`src/rtl/alu_key_loader.sv`:
```
// Serial CRC-8 protected key loader feeding the locked ALU's working_key.
// Holds an all-zero key until a frame passes its CRC check, counts failed attempts and locks out after MAX_TRY.
module alu_key_loader #(
  parameter int KEY_W   = 255,
  parameter int MAX_TRY = 3,
  parameter int TIMEOUT = 1024
) (
  input  logic             clk,
  input  logic             rst_n,
  input  logic             key_start,
  input  logic             key_bit_in,
  input  logic             key_bit_valid,
  output logic [KEY_W-1:0] working_key,
  output logic             key_valid,
  output logic             key_error,
  output logic             lockout,
  output logic             busy
);

  localparam int BCNT_W = $clog2(KEY_W + 1);
  localparam int TCNT_W = $clog2(TIMEOUT + 1);
  localparam int FCNT_W = 4;

  typedef enum logic [2:0] {
    IDLE,
    SHIFT_KEY,
    SHIFT_CRC,
    CHECK,
    LOCKED,
    ERROR,
    LOCKOUT
  } state_t;

  state_t              state, state_nxt;
  logic [KEY_W-1:0]    shadow;
  logic [KEY_W-1:0]    working_key_q;
  logic [7:0]          crc;
  logic [7:0]          rx_crc;
  logic [BCNT_W-1:0]   bit_cnt;
  logic [TCNT_W-1:0]   tmo_cnt;
  logic [FCNT_W-1:0]   fail_cnt;
  logic                shifting;
  logic                bit_acc;
  logic                tmo_hit;
  logic                last_key_bit;
  logic                last_crc_bit;
  logic                crc_ok;
  logic                fail_hit;
  logic                start_frame;
  logic                enter_err;

  // CRC-8, polynomial x^8+x^2+x+1, MSB first, one bit per call.
  function automatic logic [7:0] crc8_step(input logic [7:0] c, input logic b);
    logic fb;
    fb = c[7] ^ b;
    return {c[6:0], 1'b0} ^ (fb ? 8'h07 : 8'h00);
  endfunction

  assign shifting     = (state == SHIFT_KEY) || (state == SHIFT_CRC);
  assign bit_acc      = shifting && key_bit_valid;
  assign tmo_hit      = shifting && !key_bit_valid && (tmo_cnt == TCNT_W'(TIMEOUT - 1));
  assign last_key_bit = bit_acc && (state == SHIFT_KEY) && (bit_cnt == BCNT_W'(KEY_W - 1));
  assign last_crc_bit = bit_acc && (state == SHIFT_CRC) && (bit_cnt == BCNT_W'(7));
  assign crc_ok       = (rx_crc == crc);
  assign fail_hit     = (fail_cnt == FCNT_W'(MAX_TRY));

  always_comb begin
    state_nxt   = state;
    start_frame = 1'b0;
    unique case (state)
      IDLE: begin
        if (key_start) begin
          state_nxt   = SHIFT_KEY;
          start_frame = 1'b1;
        end
      end
      SHIFT_KEY: begin
        if (tmo_hit)           state_nxt = ERROR;
        else if (last_key_bit) state_nxt = SHIFT_CRC;
      end
      SHIFT_CRC: begin
        if (tmo_hit)           state_nxt = ERROR;
        else if (last_crc_bit) state_nxt = CHECK;
      end
      CHECK:   state_nxt = crc_ok ? LOCKED : ERROR;
      LOCKED:  state_nxt = LOCKED;
      ERROR: begin
        // Lockout takes priority over a retry arriving in the same cycle.
        if (fail_hit) begin
          state_nxt = LOCKOUT;
        end else if (key_start) begin
          state_nxt   = SHIFT_KEY;
          start_frame = 1'b1;
        end
      end
      LOCKOUT: state_nxt = LOCKOUT;
      default: state_nxt = IDLE;
    endcase
  end

  assign enter_err = (state_nxt == ERROR) && (state != ERROR);

  always_ff @(posedge clk or negedge rst_n) begin
    if (!rst_n) state <= IDLE;
    else        state <= state_nxt;
  end

  // Frame capture: shadow key, running CRC, received CRC, bit and idle counters.
  always_ff @(posedge clk or negedge rst_n) begin
    if (!rst_n) begin
      shadow  <= '0;
      crc     <= '0;
      rx_crc  <= '0;
      bit_cnt <= '0;
      tmo_cnt <= '0;
    end else if (start_frame) begin
      shadow  <= '0;
      crc     <= '0;
      rx_crc  <= '0;
      bit_cnt <= '0;
      tmo_cnt <= '0;
    end else if (bit_acc) begin
      tmo_cnt <= '0;
      if (state == SHIFT_KEY) begin
        shadow  <= {shadow[KEY_W-2:0], key_bit_in};
        crc     <= crc8_step(crc, key_bit_in);
        bit_cnt <= last_key_bit ? '0 : bit_cnt + BCNT_W'(1);
      end else begin
        rx_crc  <= {rx_crc[6:0], key_bit_in};
        bit_cnt <= bit_cnt + BCNT_W'(1);
      end
    end else if (shifting) begin
      tmo_cnt <= tmo_cnt + TCNT_W'(1);
    end
  end

  always_ff @(posedge clk or negedge rst_n) begin
    if (!rst_n) begin
      key_error <= 1'b0;
      fail_cnt  <= '0;
    end else if (enter_err) begin
      key_error <= 1'b1;
      fail_cnt  <= fail_cnt + FCNT_W'(1);
    end else if (start_frame) begin
      key_error <= 1'b0;
    end
  end

  // The only path onto working_key: a single load on a passing CHECK.
  always_ff @(posedge clk or negedge rst_n) begin
    if (!rst_n) begin
      working_key_q <= '0;
      key_valid     <= 1'b0;
    end else if ((state == CHECK) && crc_ok) begin
      working_key_q <= shadow;
      key_valid     <= 1'b1;
    end
  end

  assign working_key = working_key_q;
  assign lockout     = (state == LOCKOUT);
  assign busy        = (state == SHIFT_KEY) || (state == SHIFT_CRC) || (state == CHECK);

endmodule

```
`config.mk`:
```
export PLATFORM = sky130hd
export DESIGN_NAME = alu_key_loader
export DESIGN_NICKNAME = d
export VERILOG_FILES = /design/src/rtl/alu_key_loader.sv
export SDC_FILE = /design/constraint.sdc
export NUM_CORES = 1
export LEC_CHECK = 0
export CORE_ASPECT_RATIO = 1.25
export CORE_UTILIZATION = 56
export DETAILED_ROUTE_END_ITERATION = 12
export GPL_TIMING_DRIVEN = 0
export HOLD_SLACK_MARGIN = 0.03
export PLACE_DENSITY = 0.8
export SETUP_SLACK_MARGIN = 0.3
export SYNTH_ARGS = -nofsm -noshare
export SYNTH_HDL_FRONTEND = slang
export SYNTH_SLANG_ARGS = --single-unit
```
`constraint.sdc`:
```
create_clock -name clk -period 2.37 [get_ports clk]
set_input_delay 0.237 -clock clk [delete_from_list [all_inputs] [get_ports clk]]
set_output_delay 0.237 -clock clk [all_outputs]
set_load 0.03 [all_outputs]
```
Yosys cells after proc, flatten, opt, wreduce, memory -nomap -nowiden
Index checks and enable logic that the tools add are counted.
Word-level totals
  register bits: 554
  input bits: 5
  word-level logic and storage cells: 78
Operators by class
  add/subtract/negate cells: 3
  equality and inequality tests: 14
  muxes and demuxes: 30
  bitwise operators: 2
  reductions and logical operators: 19
Operators with widths (number)
  two-way mux 255 bit: 3
  two-way mux 8 bit: 10
  two-way mux 11 bit: 3
  two-way mux 3 bit: 7
  one-hot mux 3 bit (7 select lines): 1
  equality test 3 bit (second input constant): 4
  adder 11 x 1 -> 11 bit (second input constant): 1
  equality test 11 x 10 -> 1 bit (second input constant): 1
  logical AND 1 bit: 9
  adder 8 x 1 -> 8 bit (second input constant): 1
  equality test 8 x 3 -> 1 bit (second input constant): 1
  equality test 8 bit: 1
  equality test 8 bit (second input constant): 1
  bitwise XOR 8 x 3 -> 8 bit: 1
  equality test 3 x 2 -> 1 bit (second input constant): 2
  nonzero test 2 bit: 3
  two-way mux 1 bit: 5
  adder 4 x 1 -> 4 bit (second input constant): 1
  equality test 4 x 2 -> 1 bit (second input constant): 1
  AND reduction 2 bit: 2
  equality test 3 x 1 -> 1 bit (second input constant): 1
  logical NOT 3 bit: 1
  != test 3 bit (second input constant): 1
  nonzero test 3 bit: 1
  5 further kinds: 6

Logic depth before layout (Yosys ltp)
Gate-level depths: netlist of run 1.
  word-level depth: 11
  depth in mapped cells: 8

Worst setup path before layout of run 1
No wires, ideal clock.
  kind: flip-flop to flip-flop
  from: reg tmo_cnt[0]
  to: reg fail_cnt[1]
  arrival: 1.856 ns
  data required time: 2.245 ns
  path slack: 0.389 ns
  stages on the path, launching flop included: 7
  buffers on the path: 0
  period minus slack after synthesis: 1.981 ns
  cells stage by stage: dfrtp_1 > ha_1 > nand3_1 > or3_1 > or3_1 > nand2_1 > mux2_2
On the way
  word-level cells in the longest chain between the ends: 6
RTL lines
  start, declared: line 40  | logic [TCNT_W-1:0] tmo_cnt;
  start signal, assigned: line 133  | tmo_cnt <= tmo_cnt + TCNT_W'(1);
  equality test 11 x 10 -> 1 bit *: line 61  | assign tmo_hit = shifting && !key_bit_valid && (tmo_cnt == TCNT_W'(TIMEOUT - 1));
  logical AND 1 bit *: line 61
  two-way mux 3 bit (on tied branches): line 82, 78
  one-hot mux 3 bit (7 select lines) *: line 70  | unique case (state)
  equality test 3 bit *: line 101  | assign enter_err = (state_nxt == ERROR) && (state != ERROR);
  logical AND 1 bit *: line 101
  end signal, assigned: line 143  | fail_cnt <= fail_cnt + FCNT_W'(1);
  end, declared: line 41  | logic [FCNT_W-1:0] fail_cnt;
Every way passes the cells marked *; elsewhere a longest branch is shown, timed or not.
A chain may end at the register's enable or synchronous reset.

Worst setup path in the final report of run 1
  from: reg state[2]
  to: reg working_key_q[43] (netlist: working_key[43])
On the way
  word-level cells in the longest chain between the ends: 2
RTL lines
  start, declared: line 34  | state_t state, state_nxt;
  start signal, assigned: line 105  | else state <= state_nxt;
  equality test 3 x 2 -> 1 bit: line 154  | end else if ((state == CHECK) && crc_ok) begin
  logical AND 1 bit: line 154
  end signal, assigned: line 155  | working_key_q <= shadow;
  end, declared: line 36  | logic [KEY_W-1:0] working_key_q;
Every way passes these cells.

==> results.ini, run 1 <==
[clock_network]
clock_sinks=554
clockBufferDepth=3
clock_latency_ns=0.57
cts_made_buffers=51
clockRootBuffer=sky130_fd_sc_hd__clkbuf_16
htree_num_levels=2
clock_tree_from_tritoncts=done
cts.reportedPaths.clkPinSlew_ns=0.06

[finish]
finalNonFillerCells=2845
combined_area_of_the_multi_input_logic_cells_um2=8320
areaGrowthSynthToFinish_pct=27.3
finish.utilization=0.723
proportion_of_layout_cells_with_a_drive_suffix_above_1=0.224
layout_commonest_cell=sky130_fd_sc_hd__dfrtp_1
insertedDiodeCount=0
ff_latch_area_um2=13900
final_net_count=2269
num-fill-cells=2542
final_cell_mix=sky130_fd_sc_hd__dfrtp_1, sky130_fd_sc_hd__nand2_1, sky130_fd_sc_hd__a21oi_1

[yosys]
async_flop_share=1.00
synthesis.yosys.warnings=0
synth_cell_type_count=44
syn-cell-area_um2=22800
count_of_flip_flops_with_a_built_in_enable_after_synthesis=0
netlist.top_cell.by_area=sky130_fd_sc_hd__dfrtp_1
netlist_instances=1904
syn-mean-instance-area_um2=12.0
synth.top_cell.area_share=0.609
ys_seq_elements=554
sequential_cell_area_fraction_in_the_yosys_report=0.609
mappedNetlistNets=1913
synth_ff_type=sky130_fd_sc_hd__dfrtp_1
netlist_top_cells_area=sky130_fd_sc_hd__dfrtp_1, sky130_fd_sc_hd__mux2_4, sky130_fd_sc_hd__nand2_1

[placement]
place.gp.congestion=0.846
place.detailed.instances=2716
placement.io_buffers=262
place.detailed.hpwl_um=34100

[sta]
post-route-min-period_ns=2.12
final-max-slew-violation-count=0
final-setup-viol-count=0
min_period_over_period=0.893
fmax_mhz=472
tightestPinTransition_ns=0.656
fin_worst_skew_ns=0.00926
fin_tns_setup_ns=0
rsz0062_at_grt=true
finalHoldViolCount=0
slew-limit-headroom=0.562

[grt]
grt_first_pass_wirelength_um=82200
grt_most_used_layer=met2
use_met1=0.316
grt_util_met3=0.0371
grt_pass1_vias=15800
grt.overflow.total=0
global_route.usage.total=0.247
antenna_found_initial=0
met2_usage=0.423
maximum_number_of_pins_on_one_net_before_global_route_repair=125

[detailed_routing]
post-route-drc-count=0
avgViaCountPerCell=5.47
drt-initial-drc-count=1050
route.detailed.wl_per_inst_um=19.0
firstDrtPassIters=5
ant_nets=0
num_vias=15600
wl_um=54000

[setup_path]
worst-path-buf-inv=3
worst_path_arrival_ns=2.56
timing.setup.critical_path_class=flop to flop
path_cells=and2b_1 > nand2_2 > or3_4 > buf_12 > clkbuf_16 > buf_12 > mux2_4
critical_path.slowest_cell=sky130_fd_sc_hd__dfrtp_1
critical_path.startpoint=state[2]
cpPeakStageDelay_ns=0.41
critical-path-top-cell-by-count=sky130_fd_sc_hd__buf_12
critPathMaxFanout=10
regToRegStartpoint=state[2]
cp.required_ns=2.81
critPathCaptureType=flop
startpoint_type=flop
critical-path-top-delay-family=simple AND/OR/NAND/NOR gates

[min_path]
holdCritStartpoint=key_bit_valid
hp-class=primary input to flop

[power]
p_clk_frac=0.418
power.leakage_nw=13.9
vdd_ir_drop_max_uv=637
netSwitchingPower_mw=5.59
netSwitchingFraction=0.266
pwr_density_cell_nw_per_um2=724
seq_power_share=0.460
comb_power_share=0.122
internal_power_mw=15.4

[die]
initial_utilization=0.568
core-area_um2=40100
count_of_pins_on_the_block_boundary=264
core.rowCount=82
dieArea_um2=41500
die_w_um=182
die_height_um=228

[status]
run_status=finished, final reports clean

[flow_run]
max_cap_violations=0

[what timing repair did]
item	4_1_cts	5_1_grt
hold buffers	1	0
cloned	0	15
gates resized for setup	48	113
pin swaps	3	7
setup buffers	5	16
endpoints found under the hold margin	122	0
endpoints found under the setup margin	520	727
[final cells by class]
class,instances,share of cell area
multi-input cells,1215,0.287
flip-flops and latches,554,0.478
plain buffers,126,0.0353
well taps,546,0.0236
clock buffers,75,0.0541
inverters,9,0.00117
clock inverters,17,0.00841
repair buffers,303,0.112
[registers in the layout, indices dropped and copies added, names as in the netlist]
name and cells:
bit_cnt 8, state 3, tmo_cnt 11, key_valid 1
key_error 1, rx_crc 8, shadow 255, working_key 255
crc 8, fail_cnt 4
[stage by stage]
step,instance area [um^2],power (mW),setup WS [ns],hold WS (ns)
CTS,28200,20.9,0.298,0.200
global placement,26100,12.0,-22.09,0.476
detailed placement,26200,12.1,-0.386,0.404
global route,29000,21.8,0.192,0.352
finish,29000,21.0,0.253,0.302
floorplan,22800,11.2,0.389,-0.0586
[final timing paths]
path	cells after the start	to	slack, ns
min reg2reg	1	key_error	0.50
min	2	tmo_cnt[0]	0.30
max reg2reg	7	working_key[43]	0.25
min in group asynchronous	2	working_key[100]	0.36
max	7	working_key[43]	0.25
max in group asynchronous	4	working_key[225]	0.61
[power by group through the flow]
stage	clock [mW]	sequential, mW	combinational (mW)
after floorplan	0	9.81	1.43
after detailed placement	0	9.83	2.25
after global routing	9.29	9.67	2.82
final	8.78	9.66	2.56
after global placement	0	9.85	2.15
after CTS	8.91	9.66	2.36
[synthesized netlist by cell type (2+ instances only)]
cell type	n
sky130_fd_sc_hd__a211oi_1	6
sky130_fd_sc_hd__a21oi_1	271
sky130_fd_sc_hd__and2_1	2
sky130_fd_sc_hd__and3_1	3
sky130_fd_sc_hd__buf_1	8
sky130_fd_sc_hd__buf_2	44
sky130_fd_sc_hd__buf_6	27
sky130_fd_sc_hd__clkbuf_1	47
sky130_fd_sc_hd__dfrtp_1	554
sky130_fd_sc_hd__ha_1	4
sky130_fd_sc_hd__inv_1	9
sky130_fd_sc_hd__mux2_2	17
sky130_fd_sc_hd__mux2_4	239
sky130_fd_sc_hd__nand2_1	544
sky130_fd_sc_hd__nand2b_1	5
sky130_fd_sc_hd__nand3_1	28
sky130_fd_sc_hd__nand4_1	5
sky130_fd_sc_hd__nor2_1	16
sky130_fd_sc_hd__nor2b_1	2
sky130_fd_sc_hd__nor3_1	5
sky130_fd_sc_hd__nor3b_1	2
sky130_fd_sc_hd__nor4_1	2
sky130_fd_sc_hd__o21ai_0	7
sky130_fd_sc_hd__o21bai_1	3
sky130_fd_sc_hd__o31a_1	2
sky130_fd_sc_hd__o31ai_1	5
sky130_fd_sc_hd__or3_1	8
sky130_fd_sc_hd__or4_1	2
sky130_fd_sc_hd__xnor2_1	15
sky130_fd_sc_hd__xor2_1	8
[metal layers]
metal,vias to the layer above,part of all wire
met5,-,0
met4,0,0.041
met3,117,0.046
met2,481,0.51
met1,7873,0.40
li1,7087,-
[logic make-up after synthesis]
logic type,count (synthesis),share of synthesized area
buf+inv,135,0.0336
simple gates,629,0.110
compound gates,302,0.0703
flops,554,0.609
xor+xnor,23,0.00884
fa+ha+maj,4,0.00220
mux,257,0.166
No activity file was read; power rests on OpenSTA's default activity.
==> inputs of run 2 (changes only) <==
- SKIP_LAST_GASP: not set -> 1
- TNS_END_PERCENT: not set -> 100
==> results of run 2 <==
No change in the layout: final DEF, timing and power equal those of run 1.
